### config.mk
export PLATFORM = sky130hd
export DESIGN_NAME = text_scan_8x16_flat
export DESIGN_NICKNAME = d
export VERILOG_FILES = /design/src/rtl/text_scan_8x16_pkg.sv /design/src/rtl/text_scan_8x16_if.sv /design/src/rtl/text_scan_8x16_blink_ctr.sv /design/src/rtl/text_scan_8x16.sv /design/src/flat_wrapper.sv
export SDC_FILE = /design/constraint.sdc
export NUM_CORES = 1
export LEC_CHECK = 0
export ABC_CLOCK_PERIOD_IN_PS = 2200
export CORE_ASPECT_RATIO = 1.75
export CORE_UTILIZATION = 39
export DETAILED_ROUTE_END_ITERATION = 8
export GPL_ROUTABILITY_DRIVEN = 0
export PLACE_DENSITY = 0.75
export SKIP_CTS_REPAIR_TIMING = 1
export SYNTH_ARGS = -nofsm -noshare
export SYNTH_HDL_FRONTEND = slang
export SYNTH_HIERARCHICAL = 1
export SYNTH_SLANG_ARGS = --single-unit
### constraint.sdc
create_clock -name clk -period 2.2 [get_ports clk]
set_input_delay 0.22 -clock clk [delete_from_list [all_inputs] [get_ports clk]]
set_output_delay 0.22 -clock clk [all_outputs]
set_load 0.005 [all_outputs]
### src/rtl/text_scan_8x16_pkg.sv
`timescale 1ns/1ps
`default_nettype none
// +----------------------------------------------------------------------------+
// | Module      : text_pkg                                                     |
// | Description : Shared constants, attribute layout and CGA palette for the   |
// |               80x30 text-mode scanout path.                                |
// | Revision    : 1.0  initial release                                         |
// +----------------------------------------------------------------------------+
package text_pkg;

    localparam int TEXT_COLS    = 80;
    localparam int TEXT_ROWS    = 30;
    localparam int CELL_W       = 8;
    localparam int CELL_H       = 16;
    localparam int SCAN_LATENCY = 4;

    typedef struct packed {
        logic       blink;
        logic [2:0] bg;
        logic [3:0] fg;
    } attr_t;

    typedef enum logic {
        PHASE_VISIBLE = 1'b0,
        PHASE_HIDDEN  = 1'b1
    } blink_phase_t;

    function automatic logic [23:0] palette_rgb(input logic [3:0] idx);
        logic [23:0] rgb;
        rgb = 24'h000000;
        case (idx)
            4'd0:  rgb = 24'h000000;
            4'd1:  rgb = 24'h0000AA;
            4'd2:  rgb = 24'h00AA00;
            4'd3:  rgb = 24'h00AAAA;
            4'd4:  rgb = 24'hAA0000;
            4'd5:  rgb = 24'hAA00AA;
            4'd6:  rgb = 24'hAA5500;
            4'd7:  rgb = 24'hAAAAAA;
            4'd8:  rgb = 24'h555555;
            4'd9:  rgb = 24'h5555FF;
            4'd10: rgb = 24'h55FF55;
            4'd11: rgb = 24'h55FFFF;
            4'd12: rgb = 24'hFF5555;
            4'd13: rgb = 24'hFF55FF;
            4'd14: rgb = 24'hFFFF55;
            4'd15: rgb = 24'hFFFFFF;
            default: rgb = 24'h000000;
        endcase
        return rgb;
    endfunction

endpackage
`default_nettype wire

### src/rtl/text_scan_8x16_if.sv
`timescale 1ns/1ps
`default_nettype none
// +----------------------------------------------------------------------------+
// | Module      : text_scan_8x16_if                                            |
// | Description : Timing-in, char/font memory and video-out signal bundle.     |
// | Revision    : 1.0  initial release                                         |
// +----------------------------------------------------------------------------+
interface text_scan_8x16_if;

    logic        de_in;
    logic        hs_in;
    logic        vs_in;
    logic [9:0]  x_in;
    logic [9:0]  y_in;
    logic        cursor_en;
    logic [6:0]  cursor_col;
    logic [4:0]  cursor_row;
    logic        v_en;
    logic [11:0] v_addr;
    logic [7:0]  v_char;
    logic [7:0]  v_attr;
    logic [7:0]  font_char;
    logic [2:0]  font_row;
    logic [7:0]  font_pixels;
    logic [23:0] rgb_out;
    logic        de_out;
    logic        hs_out;
    logic        vs_out;

    // The scanner is the master: it issues RAM/ROM addresses and drives video out.
    modport master (
        input  de_in, hs_in, vs_in, x_in, y_in,
        input  cursor_en, cursor_col, cursor_row,
        output v_en, v_addr,
        input  v_char, v_attr,
        output font_char, font_row,
        input  font_pixels,
        output rgb_out, de_out, hs_out, vs_out
    );

    modport slave (
        output de_in, hs_in, vs_in, x_in, y_in,
        output cursor_en, cursor_col, cursor_row,
        input  v_en, v_addr,
        output v_char, v_attr,
        input  font_char, font_row,
        output font_pixels,
        input  rgb_out, de_out, hs_out, vs_out
    );

endinterface
`default_nettype wire

### src/rtl/text_scan_8x16_blink_ctr.sv
`timescale 1ns/1ps
`default_nettype none
// +----------------------------------------------------------------------------+
// | Module      : text_blink_ctr                                               |
// | Description : Counts vsync rising edges and toggles the blink phase every  |
// |               BLINK_FRAMES frames.                                         |
// | Revision    : 1.0  initial release                                         |
// +----------------------------------------------------------------------------+
module text_blink_ctr
    import text_pkg::*;
#(
    parameter int BLINK_FRAMES = 32
) (
    input  wire logic   clk,
    input  wire logic   rst,
    input  wire logic   i_vs,
    output blink_phase_t o_phase
);

    localparam int c_CNT_W = (BLINK_FRAMES > 1) ? $clog2(BLINK_FRAMES) : 1;
    localparam logic [c_CNT_W-1:0] c_LAST = c_CNT_W'(BLINK_FRAMES - 1);

    logic               r_vs_d;
    logic [c_CNT_W-1:0] r_cnt;
    blink_phase_t       r_phase;
    logic               w_vs_rise;

    // A held-high vsync yields exactly one rising edge.
    assign w_vs_rise = i_vs & ~r_vs_d;

    always_ff @(posedge clk) begin
        if (rst) begin
            r_vs_d  <= 1'b0;
            r_cnt   <= '0;
            r_phase <= PHASE_VISIBLE;
        end else begin
            r_vs_d <= i_vs;
            if (w_vs_rise) begin
                if (r_cnt == c_LAST) begin
                    r_cnt   <= '0;
                    r_phase <= (r_phase == PHASE_VISIBLE) ? PHASE_HIDDEN : PHASE_VISIBLE;
                end else begin
                    r_cnt <= r_cnt + 1'b1;
                end
            end
        end
    end

    assign o_phase = r_phase;

endmodule
`default_nettype wire

### src/rtl/text_scan_8x16.sv
`timescale 1ns/1ps
`default_nettype none
// +----------------------------------------------------------------------------+
// | Module      : text_scan_8x16                                               |
// | Description : 4-stage text-mode scanout: char/attr fetch, 8x8 font lookup  |
// |               with doubled rows, attribute/blink/cursor, RGB out.          |
// | Revision    : 1.0  initial release                                         |
// +----------------------------------------------------------------------------+
module text_scan_8x16
    import text_pkg::*;
#(
    parameter int COLS         = TEXT_COLS,
    parameter int ROWS         = TEXT_ROWS,
    parameter int BLINK_FRAMES = 32,
    parameter int CURSOR_START = 14
) (
    input  wire logic         clk,
    input  wire logic         rst,
    text_scan_8x16_if.master  bus
);

    localparam int c_XB_W = $clog2(CELL_W);
    localparam int c_SL_W = $clog2(CELL_H);
    localparam logic [6:0]        c_COLS      = 7'(COLS);
    localparam logic [4:0]        c_ROWS      = 5'(ROWS);
    localparam logic [c_SL_W-1:0] c_CUR_START = c_SL_W'(CURSOR_START);

    // ---------------- S1: address generation ----------------
    logic [6:0]        w_col;
    logic [4:0]        w_row;
    logic [c_SL_W-1:0] w_scan;
    logic [11:0]       w_row_ext;
    logic [11:0]       w_addr;
    logic              w_in_range;
    logic              w_cur_hit;
    logic              w_unused_y9;

    assign w_col       = bus.x_in[9:3];
    assign w_row       = bus.y_in[8:4];
    assign w_scan      = bus.y_in[3:0];
    assign w_unused_y9 = bus.y_in[9];
    assign w_row_ext   = {7'd0, w_row};
    // row*80 as two shifts keeps this a pair of adders.
    assign w_addr      = (w_row_ext << 6) + (w_row_ext << 4) + {5'd0, w_col};
    assign w_in_range  = bus.de_in && (w_col < c_COLS) && (w_row < c_ROWS);
    assign w_cur_hit   = bus.cursor_en && (w_col == bus.cursor_col) &&
                         (w_row == bus.cursor_row) && (w_scan >= c_CUR_START);

    logic              r1_v_en;
    logic [11:0]       r1_v_addr;
    logic [c_XB_W-1:0] r1_xbit;
    logic [c_SL_W-1:0] r1_scan;
    logic              r1_cur;

    logic [2:0]        r2_font_row;
    logic [c_XB_W-1:0] r2_xbit;
    logic              r2_valid;
    logic              r2_cur;

    attr_t             r3_attr;
    logic [c_XB_W-1:0] r3_xbit;
    logic              r3_valid;
    logic              r3_cur;

    logic [23:0]       r4_rgb;

    // {de, hs, vs} delay line; tap SCAN_LATENCY-2 aligns with S3 data.
    logic [2:0]        r_sync [SCAN_LATENCY];

    always_ff @(posedge clk) begin
        if (rst) begin
            r1_v_en     <= 1'b0;
            r1_v_addr   <= '0;
            r1_xbit     <= '0;
            r1_scan     <= '0;
            r1_cur      <= 1'b0;
            r2_font_row <= '0;
            r2_xbit     <= '0;
            r2_valid    <= 1'b0;
            r2_cur      <= 1'b0;
            r3_attr     <= '0;
            r3_xbit     <= '0;
            r3_valid    <= 1'b0;
            r3_cur      <= 1'b0;
        end else begin
            r1_v_en <= w_in_range;
            if (w_in_range) begin
                r1_v_addr <= w_addr;
            end
            r1_xbit     <= bus.x_in[2:0];
            r1_scan     <= w_scan;
            r1_cur      <= w_cur_hit;

            r2_font_row <= r1_scan[3:1];
            r2_xbit     <= r1_xbit;
            r2_valid    <= r1_v_en;
            r2_cur      <= r1_cur;

            r3_attr     <= attr_t'(bus.v_attr);
            r3_xbit     <= r2_xbit;
            r3_valid    <= r2_valid;
            r3_cur      <= r2_cur;
        end
    end

    always_ff @(posedge clk) begin
        if (rst) begin
            for (int i = 0; i < SCAN_LATENCY; i++) begin
                r_sync[i] <= 3'b000;
            end
        end else begin
            r_sync[0] <= {bus.de_in, bus.hs_in, bus.vs_in};
            for (int i = 1; i < SCAN_LATENCY; i++) begin
                r_sync[i] <= r_sync[i-1];
            end
        end
    end

    // ---------------- blink phase ----------------
    blink_phase_t w_phase;

    text_blink_ctr #(
        .BLINK_FRAMES (BLINK_FRAMES)
    ) u_blink_ctr (
        .clk     (clk),
        .rst     (rst),
        .i_vs    (bus.vs_in),
        .o_phase (w_phase)
    );

    // ---------------- S3/S4: pixel select and colour ----------------
    logic       w_hidden;
    logic       w_pix_raw;
    logic       w_pix_blink;
    logic       w_pix;
    logic [3:0] w_idx;
    logic       w_s3_de;

    assign w_hidden    = (w_phase == PHASE_HIDDEN);
    assign w_pix_raw   = bus.font_pixels[3'd7 - r3_xbit];
    assign w_pix_blink = w_pix_raw & ~(r3_attr.blink & w_hidden);
    assign w_pix       = w_pix_blink ^ (r3_cur & ~w_hidden);
    assign w_idx       = w_pix ? r3_attr.fg : {1'b0, r3_attr.bg};
    assign w_s3_de     = r_sync[SCAN_LATENCY-2][2];

    always_ff @(posedge clk) begin
        if (rst) begin
            r4_rgb <= 24'h000000;
        end else if (w_s3_de && r3_valid) begin
            r4_rgb <= palette_rgb(w_idx);
        end else begin
            r4_rgb <= 24'h000000;
        end
    end

    assign bus.v_en      = r1_v_en;
    assign bus.v_addr    = r1_v_addr;
    assign bus.font_char = bus.v_char;
    assign bus.font_row  = r2_font_row;
    assign bus.rgb_out   = r4_rgb;
    assign bus.de_out    = r_sync[SCAN_LATENCY-1][2];
    assign bus.hs_out    = r_sync[SCAN_LATENCY-1][1];
    assign bus.vs_out    = r_sync[SCAN_LATENCY-1][0];

endmodule
`default_nettype wire

### src/flat_wrapper.sv
// flat-port wrapper written by rule: the top's interface ports become plain ports
module text_scan_8x16_flat import text_pkg::*;
#(
    parameter int COLS         = TEXT_COLS,
    parameter int ROWS         = TEXT_ROWS,
    parameter int BLINK_FRAMES = 32,
    parameter int CURSOR_START = 14
)
  (clk, rst, bus_de_in, bus_hs_in, bus_vs_in, bus_x_in, bus_y_in, bus_cursor_en, bus_cursor_col, bus_cursor_row, bus_v_en, bus_v_addr, bus_v_char, bus_v_attr, bus_font_char, bus_font_row, bus_font_pixels, bus_rgb_out, bus_de_out, bus_hs_out, bus_vs_out);
  text_scan_8x16_if bus_i ();
  input  wire logic clk;
  input  wire logic rst;
  input wire logic [$bits(bus_i.de_in)-1:0] bus_de_in;
  input wire logic [$bits(bus_i.hs_in)-1:0] bus_hs_in;
  input wire logic [$bits(bus_i.vs_in)-1:0] bus_vs_in;
  input wire logic [$bits(bus_i.x_in)-1:0] bus_x_in;
  input wire logic [$bits(bus_i.y_in)-1:0] bus_y_in;
  input wire logic [$bits(bus_i.cursor_en)-1:0] bus_cursor_en;
  input wire logic [$bits(bus_i.cursor_col)-1:0] bus_cursor_col;
  input wire logic [$bits(bus_i.cursor_row)-1:0] bus_cursor_row;
  output wire logic [$bits(bus_i.v_en)-1:0] bus_v_en;
  output wire logic [$bits(bus_i.v_addr)-1:0] bus_v_addr;
  input wire logic [$bits(bus_i.v_char)-1:0] bus_v_char;
  input wire logic [$bits(bus_i.v_attr)-1:0] bus_v_attr;
  output wire logic [$bits(bus_i.font_char)-1:0] bus_font_char;
  output wire logic [$bits(bus_i.font_row)-1:0] bus_font_row;
  input wire logic [$bits(bus_i.font_pixels)-1:0] bus_font_pixels;
  output wire logic [$bits(bus_i.rgb_out)-1:0] bus_rgb_out;
  output wire logic [$bits(bus_i.de_out)-1:0] bus_de_out;
  output wire logic [$bits(bus_i.hs_out)-1:0] bus_hs_out;
  output wire logic [$bits(bus_i.vs_out)-1:0] bus_vs_out;
  assign bus_i.de_in = bus_de_in;
  assign bus_i.hs_in = bus_hs_in;
  assign bus_i.vs_in = bus_vs_in;
  assign bus_i.x_in = bus_x_in;
  assign bus_i.y_in = bus_y_in;
  assign bus_i.cursor_en = bus_cursor_en;
  assign bus_i.cursor_col = bus_cursor_col;
  assign bus_i.cursor_row = bus_cursor_row;
  assign bus_v_en = bus_i.v_en;
  assign bus_v_addr = bus_i.v_addr;
  assign bus_i.v_char = bus_v_char;
  assign bus_i.v_attr = bus_v_attr;
  assign bus_font_char = bus_i.font_char;
  assign bus_font_row = bus_i.font_row;
  assign bus_i.font_pixels = bus_font_pixels;
  assign bus_rgb_out = bus_i.rgb_out;
  assign bus_de_out = bus_i.de_out;
  assign bus_hs_out = bus_i.hs_out;
  assign bus_vs_out = bus_i.vs_out;
  text_scan_8x16 #(.COLS(COLS), .ROWS(ROWS), .BLINK_FRAMES(BLINK_FRAMES), .CURSOR_START(CURSOR_START)) u_core (.clk(clk), .rst(rst), .bus(bus_i));
endmodule
# Yosys cells after proc, flatten, opt, wreduce, memory -nomap -nowiden
# Memory sizes are Yosys's and may differ from the RTL's. A register that Yosys moved wholly into a read port is not among the register bits.
# Index checks and enable logic that the tools add are counted.
[op_classes] n_lt_le_gt_ge=4 mux=12 n_addsub=4 n_shift=0 eq_ne=3 div_mod_pow=0 n_reduce_logical=8 n_mul=0 bitwise_logic=13
[ops] cell="$add 11x9->12" n=1
[ops] cell="$add 12x7->12" n=1
[ops] cell="$mux 3" n=4
[ops] cell="$eq 7x7->1" n=1
[ops] cell="$lt 7x7->1 const B" n=1
[ops] cell="$logic_and 1x1->1" n=6
[ops] cell="$add 5x1->5 const B" n=1
[ops] cell="$eq 5x5->1" n=1
[ops] cell="$eq 5x5->1 const B" n=1
[ops] cell="$lt 5x5->1 const B" n=1
[ops] cell="$mux 1" n=5
[ops] cell="$mux 5" n=1
[ops] cell="$and 1x1->1" n=4
[ops] cell="$ge 4x4->1 const B" n=1
[ops] cell="$lt 3x4->1 const B" n=1
[ops] cell="$mux 4" n=1
[ops] cell="$not 1->1" n=4
[ops] cell="$or 1x1->1" n=4
[ops] cell="$bmux 1 s3" n=1
[ops] cell="$sub 3x3->3 const A" n=1
[ops] cell="$reduce_and 2->1" n=1
[ops] cell="$reduce_or 2->1" n=1
[ops] cell="$xor 1x1->1" n=1
[word_totals] ff_bits=49 rom_bits=384 inputBits=62 ram_bits=12 out_inout_bits=51 memories=2 latch_bits=0
[mem_list] name="(name not given)" words=16 width=24 read_ports=1 rd_clocked_by_memory_dff=1 wr=0 line="text_scan_8x16_pkg.sv:31" rtl="case (idx)"
[mem_list] name="u_core.r_sync" words=4 width=3 read_ports=4 rd_clocked_by_memory_dff=0 wr=4 line="text_scan_8x16.sv:68" rtl="logic [2:0] r_sync [SCAN_LATENCY];"

# Longest topological paths before layout
# Gate-level depths: netlist of the first run.
[logic_depth] ltp_word=6 ltp_mapped=8 depth_no_buf=8

# Modules after synthesis
# The synthesis of the first run kept the hierarchy.
[modules_own_cells] module="text_scan_8x16" seq_area_each_um2=1161.1 instances=1 area_per_inst_um2=2605.0 cells_per_inst=260
[modules_own_cells] module="text_blink_ctr" seq_area_each_um2=140.1 instances=1 area_per_inst_um2=311.5 cells_per_inst=32

# Worst setup path before layout of the first run
# Ideal clock, no wire load.
[synth_timing] path_kind="input to register" startpoint="input port bus_x_in[9]" endpoint="register u_core.r1_v_addr[10] (netlist: u_core/bus.v_addr[10])" arrival_time_ps=2067 stages=8 setup_slack_ps=54 path_buffers=0 path_cell_list="inv_1 -> fa_1 -> inv_1 -> ha_1 -> a211o_1 -> a21o_1 -> a2111o_1 -> o211ai_1"
[synth_between] elab_chain_len=3 elab_cells_between_ends=4 classes_between="add/sub (1); order compare (1); reduce/logical (2)"
[synth_lines] element="start, declared" line="flat_wrapper.sv:16" rtl="input wire logic [$bits(bus_i.x_in)-1:0] bus_x_in;"
[synth_lines] element="parallel branches: the longest is 3 deep, another holds $add 12x7->12"
[synth_lines] element="end signal, assigned" line="text_scan_8x16.sv:88" rtl="r1_v_addr <= w_addr;"
[synth_lines] element="end, declared" line="text_scan_8x16.sv:50" rtl="logic [11:0] r1_v_addr;"
# Several ways; the timed one is not identified.
# A chain may end at the register's enable or synchronous reset.

# Worst setup path in the final report of the first run
[layout_timing] startpoint="input port bus_x_in[8]" endpoint="register u_core.r1_v_addr[9] (netlist: u_core/bus.v_addr[9])"
# Same word-level chain as after synthesis.

==> results of run 1 <==
[registers in the layout, summed over array words and instances (netlist names), 5 cells and up]
register,flops
u_core/bus.v_addr,12
u_core/r_sync,12
u_core/u_blink_ctr/r_cnt,5
u_core/r3_attr,8
u_core/bus.rgb_out,5
[final cells by class]
| type | instances | area (um2) | area share |
|---|---|---|---|
| clock buffers | 13 | 270.3 | 0.06553 |
| clock inverters | 2 | 12.51 | 0.003034 |
| inverters | 5 | 18.77 | 0.004551 |
| multi-input cells | 183 | 1350 | 0.3274 |
| flip-flops and latches | 65 | 1301 | 0.3155 |
| well taps | 86 | 107.6 | 0.02609 |
| repair buffers | 110 | 1064 | 0.2579 |
[cell usage after synthesis, types with 6 or more instances]
library cell,count
xnor2_1,13
nor2b_1,42
nand4_1,12
nand2_1,17
ha_1,11
buf_4,27
nand3_1,9
nor2_1,6
clkbuf_1,9
a21oi_1,13
dfxtp_1,65
[worst max-delay path: stages]
cell             delay (ns)
clkdlybuf4s50_1        0.52
ha_1                   0.27
ha_2                   0.22
fa_2                   0.35
a21o_1                 0.19
a21o_1                 0.18
xor2_1                 0.14
a22o_1                 0.20
[where the power goes]
| group | internal [mW] | switching [mW] |
|---|---|---|
| Clock | 0.845 | 0.457 |
| Combinational | 0.238 | 0.152 |
| Sequential | 1.23 | 0.0242 |
[cell usage in the layout, fill, tap and decap left out, drive strengths merged, types with 3 or more instances in the layout]
cell           instances
nand2                 17
nand2b                 3
nor2                   6
mux2                   3
inv                    5
mux2i                  6
a21oi                 13
dfxtp                 65
clkbuf                13
o21ai                  3
clkdlybuf4s50         90
a21o                   6
buf                   17
nand3b                 5
ha                    11
nand4                 12
nor2b                 42
nand3                  9
xnor2                 13
dlymetal6s2s           3
o211ai                 4
and3                   4
[how the worst max path moves through the flow]
stage | depth (start not counted) | slack, ns | endpoint
after detailed placement | 9 | -0.54 | u_core/bus.v_addr[10]
after CTS | 9 | -0.20 | u_core/bus.v_addr[10]
after global placement | 9 | -0.53 | u_core/bus.v_addr[10]
after floorplan | 8 | 0.05 | u_core/bus.v_addr[10]
final | 8 | 0.11 | u_core/bus.v_addr[9]
after global routing | 8 | 0.05 | u_core/bus.v_addr[9]
[routing by layer]
metal | vias up | track usage
met1 | 1043 | 0.1448
met5 | - | 0
met4 | 0 | 0.1035
met3 | 19 | 0.05273
met2 | 95 | 0.2947
li1 | 1135 | -
[cell families after synthesis]
group	after synthesis	synth area share
AO/OA/AOI/OAI	35	0.07937
XOR/XNOR	15	0.04505
adder cells (fa/ha/maj)	13	0.06092
buffers and inverters	44	0.09695
flip-flops	65	0.4462
multiplexers	11	0.05448
AND/OR/NAND/NOR	109	0.2171
==> results.ini, run 1 <==
[clocking]
cts_buffers = 9
clock_sinks = 65
insertion_delay_ns = 0.32
cts.path.max_buffers = 2
htree_levels = 3
cts_tree = yes
clk_pin_slew_worst_paths_ns = 0.05
cts_root_buf = clkbuf_16

[layout]
fin_cells = 464
nets = 449
syn_to_final_growth_pct = 41.40
fin_util = 0.5701
final_area_um2 = 4124
antenna_cells = 0
final.fill_count = 615
drive_gt1_frac = 0.1164

[yosys]
synth_nets = 367
synth.avg_cell_area_um2 = 9.988
ys_types = 43
synth_edf_count = 0
yosysSeqAreaShare = 0.4462
yosys_warnings = 6
ys.flop_type = dfxtp_1
synthCells = 292
synth_top_area_frac = 0.4462
synth_area_leaders = dfxtp_1 45%, nor2b_1 9.0%, buf_4 6.9%
synth_area_um2 = 2917
synth-seq-cells = 65
ys_async_sr_fraction = 0
synth_top_cell_by_area = dfxtp_1

[timing]
final-hold-violation-count = 0
skew_ns = 0.005253
finalSetupTns_ns = 0
finalCritPeriodShare = 0.9500
slew_headroom = 0.6689
rsz0062_at_grt = false
period_minus_slack_ns = 2.090
finalWorstSetupSlack_ns = 0.1101
tightest_slew_ns = 0.4828
holdWs_ns = 0.3586
drv_slew = 0
fmax_mhz = 478.5
setup_viol = 0

[worst_setup_path]
cp.arrival_ns = 2.29
cp.required_ns = 2.40
cp-start-kind = primary input
path_max_fanout = 3
worstSetupEndpointType = flip-flop
critical_path_class = in -> reg
r2r-end = u_core/bus.rgb_out[15]
rrSetupSlack_ns = 0.44
startpoint = bus_x_in[8]
r2r-start = u_core/r3_xbit[0]
rr_worst_depth = 4

[pwr]
power_density_nw_per_um2 = 714.1
finalPower_mw = 2.945
leakage_nw = 1.642
ir_drop_v = 0.0004529

[placed_design]
place.detailed.hpwl_um = 4414
dpl.cell_count = 448
postPlaceCellArea_um2 = 3809
place_ws_ns = -0.5413
io_buffer_count = 94

[worst_hold_path]
hold_start = bus_x_in[9]
whs_path_depth = 5
worstHoldEndpoint = u_core/r1_cur
hold_path_class = in -> reg

[grt]
grt_pass1_vias = 2239
antenna_found_initial = 0
grt_pass1_wl_um = 9280
grt-ovfl-total = 0
grt_util_all_layers = 0.1609
grt_max_degree = 41

[die]
pin_count = 113
dieArea_um2 = 7842
fp.dieW_um = 67.37
core_um2 = 7233
die_y_um = 116.4
num_rows = 41
start_util = 0.4032

[drt]
vias = 2292
drtAntennaViolNets = 0
met3_length_um = 428
routed_wirelength_um = 5784
top_layer = met4
drc = 0
wl_met2_um = 3087
via_per_inst = 4.940
avgRoutedWirePerCell_um = 12.47
drt-pass1-iter-count = 4
routedLengthMet1_um = 2043
drtIter0Drc = 66

[flow_run]
cap_violations = 0

[outcome]
status = completed

No activity file was read; power rests on OpenSTA's default activity.
==> run 2: changes to the inputs <==
--- a/config.mk
+++ b/config.mk
@@ -5,9 +5,9 @@
 export SDC_FILE = /design/constraint.sdc
 export NUM_CORES = 1
 export LEC_CHECK = 0
-export ABC_CLOCK_PERIOD_IN_PS = 2200
 export CORE_ASPECT_RATIO = 1.75
 export CORE_UTILIZATION = 39
+export CTS_CLUSTER_DIAMETER = 150
 export DETAILED_ROUTE_END_ITERATION = 8
 export GPL_ROUTABILITY_DRIVEN = 0
 export PLACE_DENSITY = 0.75
==> results of run 2 <==
No change in the layout: final DEF, timing and power equal those of run 1.
